==> src/rtl/rr_core_arbiter.sv <==
// rr_core_arbiter: work-conserving round-robin arbiter for one shared resource.
// Holds a registered one-hot grant until the resource pulses done, or until a
// hold watchdog expires. A one-cycle release bubble follows every grant.
module rr_core_arbiter #(
    parameter int NUM_OF_CORES = 4,
    parameter int MAX_HOLD     = 64,
    parameter int ID_W         = $clog2(NUM_OF_CORES)
) (
    input  logic                    clk,
    input  logic                    reset,
    input  logic [NUM_OF_CORES-1:0] request_vector,
    input  logic                    done,
    output logic [NUM_OF_CORES-1:0] grant,
    output logic                    grant_valid,
    output logic [ID_W-1:0]         grant_id,
    output logic                    timeout_err
);

    localparam int HC_W = $clog2(MAX_HOLD + 1);

    typedef enum logic [1:0] {
        ST_IDLE    = 2'd0,
        ST_GRANT   = 2'd1,
        ST_RELEASE = 2'd2
    } state_t;

    state_t                  state_reg;
    logic [NUM_OF_CORES-1:0] grant_reg;
    logic [ID_W-1:0]         grant_id_reg;
    logic [ID_W-1:0]         ptr_reg;
    logic [HC_W-1:0]         hold_cnt_reg;
    logic                    timeout_err_reg;

    logic                    winner_found;
    logic [ID_W-1:0]         winner_idx;
    logic [ID_W:0]           cand;
    logic [ID_W-1:0]         ptr_next;
    logic [NUM_OF_CORES-1:0] winner_onehot;

    // Scan requests starting at ptr and wrapping; walking offsets from the
    // far end down means the nearest requester is the last one written.
    always_comb begin
        winner_found = 1'b0;
        winner_idx   = '0;
        cand         = '0;
        for (int k = NUM_OF_CORES - 1; k >= 0; k--) begin
            cand = {1'b0, ptr_reg} + (ID_W+1)'(k);
            if (cand >= (ID_W+1)'(NUM_OF_CORES)) begin
                cand = cand - (ID_W+1)'(NUM_OF_CORES);
            end
            if (request_vector[cand[ID_W-1:0]]) begin
                winner_found = 1'b1;
                winner_idx   = cand[ID_W-1:0];
            end
        end
    end

    // Pointer moves just past the winner; explicit wrap keeps odd core counts correct.
    always_comb begin
        if (winner_idx == ID_W'(NUM_OF_CORES - 1)) begin
            ptr_next = '0;
        end else begin
            ptr_next = winner_idx + 1'b1;
        end
    end

    // One-hot decode of the winning index.
    generate
        for (genvar gi = 0; gi < NUM_OF_CORES; gi++) begin : g_onehot
            assign winner_onehot[gi] = (winner_idx == ID_W'(gi));
        end
    endgenerate

    // Arbitration FSM: grant selection, hold watchdog and release bubble.
    always_ff @(posedge clk) begin
        if (reset) begin
            state_reg       <= ST_IDLE;
            grant_reg       <= '0;
            grant_id_reg    <= '0;
            ptr_reg         <= '0;
            hold_cnt_reg    <= '0;
            timeout_err_reg <= 1'b0;
        end else begin
            timeout_err_reg <= 1'b0;
            case (state_reg)
                ST_IDLE: begin
                    if (winner_found) begin
                        grant_reg    <= winner_onehot;
                        grant_id_reg <= winner_idx;
                        ptr_reg      <= ptr_next;
                        hold_cnt_reg <= '0;
                        state_reg    <= ST_GRANT;
                    end
                end
                ST_GRANT: begin
                    // Counter stops once we leave GRANT, so it tops out at MAX_HOLD.
                    hold_cnt_reg <= hold_cnt_reg + 1'b1;
                    if (done) begin
                        grant_reg <= '0;
                        state_reg <= ST_RELEASE;
                    end else if (hold_cnt_reg == HC_W'(MAX_HOLD - 1)) begin
                        grant_reg       <= '0;
                        timeout_err_reg <= 1'b1;
                        state_reg       <= ST_RELEASE;
                    end
                end
                ST_RELEASE: begin
                    state_reg <= ST_IDLE;
                end
                default: begin
                    state_reg <= ST_IDLE;
                    grant_reg <= '0;
                end
            endcase
        end
    end

    assign grant       = grant_reg;
    assign grant_valid = |grant_reg;
    assign grant_id    = grant_id_reg;
    assign timeout_err = timeout_err_reg;

endmodule
==> config.mk <==
export PLATFORM = sky130hd
export DESIGN_NAME = rr_core_arbiter
export DESIGN_NICKNAME = d
export VERILOG_FILES = /design/src/rtl/rr_core_arbiter.sv
export SDC_FILE = /design/constraint.sdc
export NUM_CORES = 1
export LEC_CHECK = 0
export BUFFER_PORTS_ARGS = -buffer_cell sky130_fd_sc_hd__buf_2
export CAP_MARGIN = 25
export CORE_ASPECT_RATIO = 0.75
export CORE_MARGIN = 10
export CORE_UTILIZATION = 35
export DETAILED_ROUTE_END_ITERATION = 10
export HOLD_SLACK_MARGIN = 0.06
export MAX_ROUTING_LAYER = met4
export SETUP_SLACK_MARGIN = 0.3
export SLEW_MARGIN = 20
export SYNTH_ARGS = -nofsm -noshare
export SYNTH_HDL_FRONTEND = slang
export SYNTH_SLANG_ARGS = --single-unit
==> constraint.sdc <==
create_clock -name clk -period 2.65 [get_ports clk]
set_input_delay 0.53 -clock clk [delete_from_list [all_inputs] [get_ports clk]]
set_output_delay 0.53 -clock clk [all_outputs]
set_load 0.05 [all_outputs]
==> results of run 1 <==
-- worst max-delay path: stages, from the launching register on --
cell and delay [ns]:
dfxtp_1 0.57, nor2b_1 0.57, nand3b_1 0.16, a311oi_2 0.27
-- final cells by class --
cell class / instances / area, µm²
fillers: 293 / 1720
multi-input cells: 90 / 616
flip-flops and latches: 18 / 360
repair buffers: 15 / 77.6
clock buffers: 4 / 55.1
well taps: 38 / 47.5
inverters: 10 / 37.5
-- synth_stat cells (all sizes together) (2+ instances only) --
cell type  instances  area [µm²]
o221ai             3        26.3
o211ai             8        60.1
o32ai              2        17.5
dfxtp             18         360
buf                2        22.5
nand3              8        40.0
a21oi              4        20.0
ha                 5        62.6
inv               10        37.5
nand4              8        50.1
nor2b              2        12.5
o21ai              2        10.0
clkbuf             4        15.0
nand3b             2        15.0
nand2             12        45.0
a311oi             2        23.8
and3               3        18.8
nand2b             2        12.5
nor2               8        30.0
-- cell families (layout without fill, tap and decap cells) --
kind of cell               Yosys count  in the layout  share of synthesized area
AOI/OAI and AO/OA                   32             32                      0.254
adders and majority gates            5              5                     0.0595
buffers and inverters               16             29                     0.0714
DFF                                 18             18                      0.343
muxes                                1              1                    0.00952
and+or+nand+nor                     52             52                      0.263
-- worst max path at each step --
stage / from / to / slack (ns) / depth (start not counted)
2_1_floorplan: grant[0]$_SDFFE_PP0P_ / grant_valid / 0.95 / 2
3_3_place_gp: request_vector[2] / ptr_reg[1]$_SDFFE_PP0P_ / 0.82 / 6
3_5_place_dp: request_vector[2] / ptr_reg[1]$_SDFFE_PP0P_ / 0.81 / 6
4_1_cts: state_reg[0]$_SDFFE_PP0P_ / hold_cnt_reg[2]$_SDFFE_PP0P_ / 0.99 / 3
5_1_grt: state_reg[0]$_SDFFE_PP0P_ / hold_cnt_reg[2]$_SDFFE_PP0P_ / 0.86 / 3
6_report: state_reg[0]$_SDFFE_PP0P_ / hold_cnt_reg[2]$_SDFFE_PP0P_ / 0.98 / 3
-- per-layer routing --
metal  vias to the layer above  global-route usage  wire length, µm
met5                         -                   -                0
met1                       447              0.0915             1160
met4                         0              0.0275                0
met2                        20               0.161             1120
met3                         0              0.0264              117
li1                        495                   -                -
-- cell usage in the layout, fill, tap and decap left out, types with 2 or more instances in the layout --
master	netlist	final
nor2_1	8	8
buf_2	0	14
nand2b_1	2	2
dfxtp_1	18	18
nor2b_1	2	2
and3_1	3	3
ha_1	5	5
nand3b_1	2	2
nand2_1	12	12
clkbuf_8	0	4
o211ai_1	8	8
nand3_1	8	8
o221ai_1	3	3
a21oi_1	4	4
o32ai_1	2	2
o21ai_0	2	2
nand4_1	8	8
inv_1	10	10
-- power by group --
| group | internal (mW) | total [mW] | switching [mW] |
|---|---|---|---|
| sequential | 0.292 | 0.319 | 0.0268 |
| clock | 0.132 | 0.220 | 0.0878 |
| combinational | 0.0605 | 0.192 | 0.132 |
-- through the flow --
step	setup WS, ns	utilization
final	0.984	0.410
after CTS	0.987	0.410
after detailed placement	0.806	0.391
after global routing	0.860	0.410
after global placement	0.824	0.391
after floorplan	0.945	-
==> flow_metrics.env, run 1 <==
export IMPL_nNetsFinal=150
export IMPL_fmax_mhz=600
export IMPL_reg2reg_depth=3
export IMPL_cts_tree="yes"
export IMPL_drive_gt1_frac=0.190
export IMPL_hold_path_startpoint="grant_id[1]$_SDFFE_PP0P_"
export IMPL_r2r_end="hold_cnt_reg[2]$_SDFFE_PP0P_"
export IMPL_root_buffer="clkbuf_8"
export IMPL_die_area_um2=5620
export IMPL_largest_reg_flops=7
export IMPL_grt_pass1_wl_mm=4.11
export IMPL_die_h_um=67.5
export IMPL_vias=962
export IMPL_place_congestion=0.770
export IMPL_p_leak_nw=0.459
export IMPL_slew_headroom=0.592
export IMPL_arrival_ns=1.83
export IMPL_synthCells=124
export IMPL_path_class="register to register"
export IMPL_min_to="grant_id[1]$_SDFFE_PP0P_"
export IMPL_timing_rr_start="state_reg[0]$_SDFFE_PP0P_"
export IMPL_synth_yosys_seq_area_share=0.343
export IMPL_fin_skew_ns=0.00405
export IMPL_synth_warnings=0
export IMPL_vdd_drop_max_uv=215
export IMPL_gr_total_overflow=0
export IMPL_track_usage=0.0882
export IMPL_setup_violations=0
export IMPL_worstSetupEndpointType="register"
export IMPL_drc=0
export IMPL_postSynth_asyncResetShare=0
export IMPL_wire_per_inst_um=13.7
export IMPL_cts_hold_buf=0
export IMPL_whs_path_depth=2
export IMPL_synth_seq_cells=18
export IMPL_clock_latency_ns=0.25
export IMPL_synth_edf_count=0
export IMPL_start_kind="register"
export IMPL_initial_utilization=0.361
export IMPL_period_share=0.629
export IMPL_syn_num_nets=136
export IMPL_n_antenna_cell=0
export IMPL_finalHoldViolCount=0
export IMPL_grt_pass1_vias=943
export IMPL_hold_worst_slack_ns=0.479
export IMPL_synth_avg_cell_area_um2=8.48
export IMPL_slew_violations=0
export IMPL_clock_path_buffers=2
export IMPL_numClockSinks=18
export IMPL_syn_area_um2=1050
export IMPL_p_per_area_nw_per_um2=613
export IMPL_cap_violations=0
export IMPL_synthDistinctLibCells=39
export IMPL_layoutNonFillerInstCount=175
export IMPL_cts_buffers=3
export IMPL_area_growth_pct=13.6
export IMPL_cts_setup_buffers=0
export IMPL_finalSetupTns_ns=0
export IMPL_outcome="complete, no violations"
export IMPL_rows=17
export IMPL_place_inst=171
export IMPL_portBuffers=14
export IMPL_synth_main_ff_cell="dfxtp_1"
export IMPL_power_mw=0.731
export IMPL_design_area_um2=1190
export IMPL_worst_path_max_fanout=12
export IMPL_drt_first_pass_iters=4
export IMPL_coreArea_um2=2910
export IMPL_post_cts_resized=0
export IMPL_dpl_cell_area_um2=1140
export IMPL_cp_required_ns=2.81
export IMPL_hpwl_mm=1.80
export IMPL_drt_first_iter_violations=56
export IMPL_h_tree_depth=1
export IMPL_die_w_um=83.3
export IMPL_drt_vias_per_instance=5.50
export IMPL_rsz0062_at_grt="no"
export IMPL_fin_crit_ns=1.67
export IMPL_totalWireLength_mm=2.39
export IMPL_tightest_slew_ns=0.611
export IMPL_grt_max_degree=14
export IMPL_clk_pin_slew_ns=0.07
export IMPL_io_pins=15
export IMPL_r2r_slack_ns=0.98
export IMPL_hold_class="register to register"
export IMPL_ant_nets=0
export IMPL_grt_antenna_before_repair=0
Note: power is estimated with default switching activity, not from simulation.
==> run 2: changes to the inputs <==
==> constraint.sdc (replaced) <==
create_clock -name clk -period 1.53 [get_ports clk]
set_input_delay 0.306 -clock clk [delete_from_list [all_inputs] [get_ports clk]]
set_output_delay 0.306 -clock clk [all_outputs]
set_load 0.05 [all_outputs]
==> run 2 against run 1 <==
  * Register-to-register slack worse by 0.92 ns
  * Critical path depth increased by 3
  * Fmax grew 14%
  * Combinational power rose to 2.6 times the previous value
  * Sequential power increased by 76%
  * Non-clock buffer count up 13
  * Worst setup slack lost 0.92 ns
==> flow_metrics.env, run 2 (synthesized netlist as in run 1, its figures left out) <==
export IMPL_cp_required_ns=1.67
export IMPL_finalCoreUtilization=0.501
export IMPL_initial_utilization=0.361
export IMPL_largest_reg_flops=7
export IMPL_grt_max_degree=14
export IMPL_finalHoldViolCount=0
export IMPL_h_tree_depth=1
export IMPL_slowest_delay_ns=0.38
export IMPL_hpwl_mm=2.01
export IMPL_setup_violations=0
export IMPL_clk_pin_slew_ns=0.07
export IMPL_rsz0062_at_grt="yes"
export IMPL_worstSetupEndpointType="register"
export IMPL_layout_common_cells="buf_4 (14), nand2_1 (12), buf_2 (12)"
export IMPL_coreArea_um2=2910
export IMPL_grt_antenna_before_repair=0
export IMPL_totalWireLength_mm=2.73
export IMPL_p_per_area_nw_per_um2=959
export IMPL_slew_violations=0
export IMPL_die_area_um2=5620
export IMPL_n_antenna_cell=0
export IMPL_drc=0
export IMPL_cap_violations=0
export IMPL_start_kind="register"
export IMPL_period_share=0.956
export IMPL_fin_crit_ns=1.46
export IMPL_area_growth_pct=38.9
export IMPL_p_leak_nw=0.540
export IMPL_slew_headroom=0.701
export IMPL_die_h_um=67.5
export IMPL_nNetsFinal=163
export IMPL_portBuffers=14
export IMPL_vdd_drop_max_uv=454
export IMPL_slowest_stage="or3b_4"
export IMPL_drt_vias_per_instance=5.57
export IMPL_outcome="complete, no violations"
export IMPL_root_buffer="clkbuf_8"
export IMPL_vias=1048
export IMPL_path_class="register to register"
export IMPL_wire_per_inst_um=14.5
export IMPL_place_inst=177
export IMPL_rows=17
export IMPL_clock_path_buffers=2
export IMPL_io_pins=15
export IMPL_crit_start="ptr_reg[1]$_SDFFE_PP0P_"
export IMPL_tightest_slew_ns=0.442
export IMPL_design_area_um2=1460
export IMPL_path_cells="or3b_4 -> o221a_4 -> buf_4 -> ha_4 -> nand4_1 -> o211ai_1"
export IMPL_drive_gt1_frac=0.467
export IMPL_finalSetupTns_ns=0
export IMPL_track_usage=0.101
export IMPL_hold_path_startpoint="reset"
export IMPL_die_w_um=83.3
export IMPL_grt_pass1_wl_mm=4.62
export IMPL_gr_total_overflow=0
export IMPL_cts_tree="yes"
export IMPL_timing_rr_start="ptr_reg[1]$_SDFFE_PP0P_"
export IMPL_fillers=270
export IMPL_layoutNonFillerInstCount=188
export IMPL_arrival_ns=1.60
export IMPL_clock_latency_ns=0.25
export IMPL_drt_first_iter_violations=29
export IMPL_fin_skew_ns=0.00231
export IMPL_numClockSinks=18
export IMPL_worst_path_max_fanout=6
export IMPL_grt_pass1_vias=981
export IMPL_ant_nets=0
export IMPL_cts_buffers=3
export IMPL_place_congestion=0.809
export IMPL_hold_class="primary input to register"
export IMPL_drt_first_pass_iters=4
export IMPL_fmax_mhz=684
export IMPL_dpl_cell_area_um2=1280
export IMPL_final_common_cell="buf_4"
run 2: changes by cell type in the layout (fill, tap and decap cells not counted), moves of 2 or more:
cell and delta:
inv_1 -5, buf_2 -2, o21ai_0 -2, inv_2 +4
ha_1 -5, dfxtp_4 +5, buf_6 +2, dfxtp_1 -10
nand3_2 +2, dfxtp_2 +5, buf_4 +13, ha_4 +4
nand3_1 -2
run 2: worst paths after layout:
| check | to | slack, ns | cells past startpoint |
|---|---|---|---|
| worst max-delay path | grant[1]$_SDFFE_PP0P_ | 0.07 | 6 |
| worst min-delay path | ptr_reg[0]$_SDFFE_PP0P_ | 0.30 | 2 |
| worst max register to register | grant[1]$_SDFFE_PP0P_ | 0.07 | 6 |
| worst min register to register | grant_id[1]$_SDFFE_PP0P_ | 0.48 | 2 |
run 2: per-layer routing:
metal | global-route usage | routed length [µm]
met1 | 0.109 | 1240
met2 | 0.175 | 1350
met3 | 0.0337 | 137
met5 | - | 0
met4 | 0.0318 | 0
run 2: final cells by class:
type | instances | area (µm²) | share of cell area
clock buffers | 3 | 41.3 | 0.0283
flip-flops and latches | 18 | 385 | 0.264
clock inverters | 1 | 3.75 | 0.00257
repair buffers | 28 | 188 | 0.129
inverters | 10 | 40.0 | 0.0274
multi-input cells | 90 | 754 | 0.517
well taps | 38 | 47.5 | 0.0326
run 2: repair_timing:
item,CTS,global route
pin swaps,5,3
setup buffers,4,3
hold buffers,0,0
setup endpoints to repair,10,14
gates resized for setup,15,6
run 2: critical path, delay by kind of cell (launching register included):
family                   cells  cell delay [ns]
buffers and inverters        1             0.15
adder cells (fa/ha/maj)      1             0.14
AND/OR/NAND/NOR              2             0.45
AO/OA/AOI/OAI                2             0.24
flip-flops                   1             0.37
run 2: metrics by stage:
step | setup WS (ns) | hold WS (ns) | total power, mW
after floorplan | 0.0765 | 0.457 | 0.877
after global placement | -0.0111 | 0.472 | 0.974
after detailed placement | -0.0426 | 0.464 | 0.984
after CTS | 0.0916 | 0.295 | 1.39
after global routing | 0.0151 | 0.295 | 1.48
final | 0.0672 | 0.298 | 1.40
run 2: where the power goes:
| group | internal [mW] | switching, mW |
|---|---|---|
| sequential | 0.513 | 0.0493 |
| clock | 0.179 | 0.165 |
| combinational | 0.202 | 0.293 |
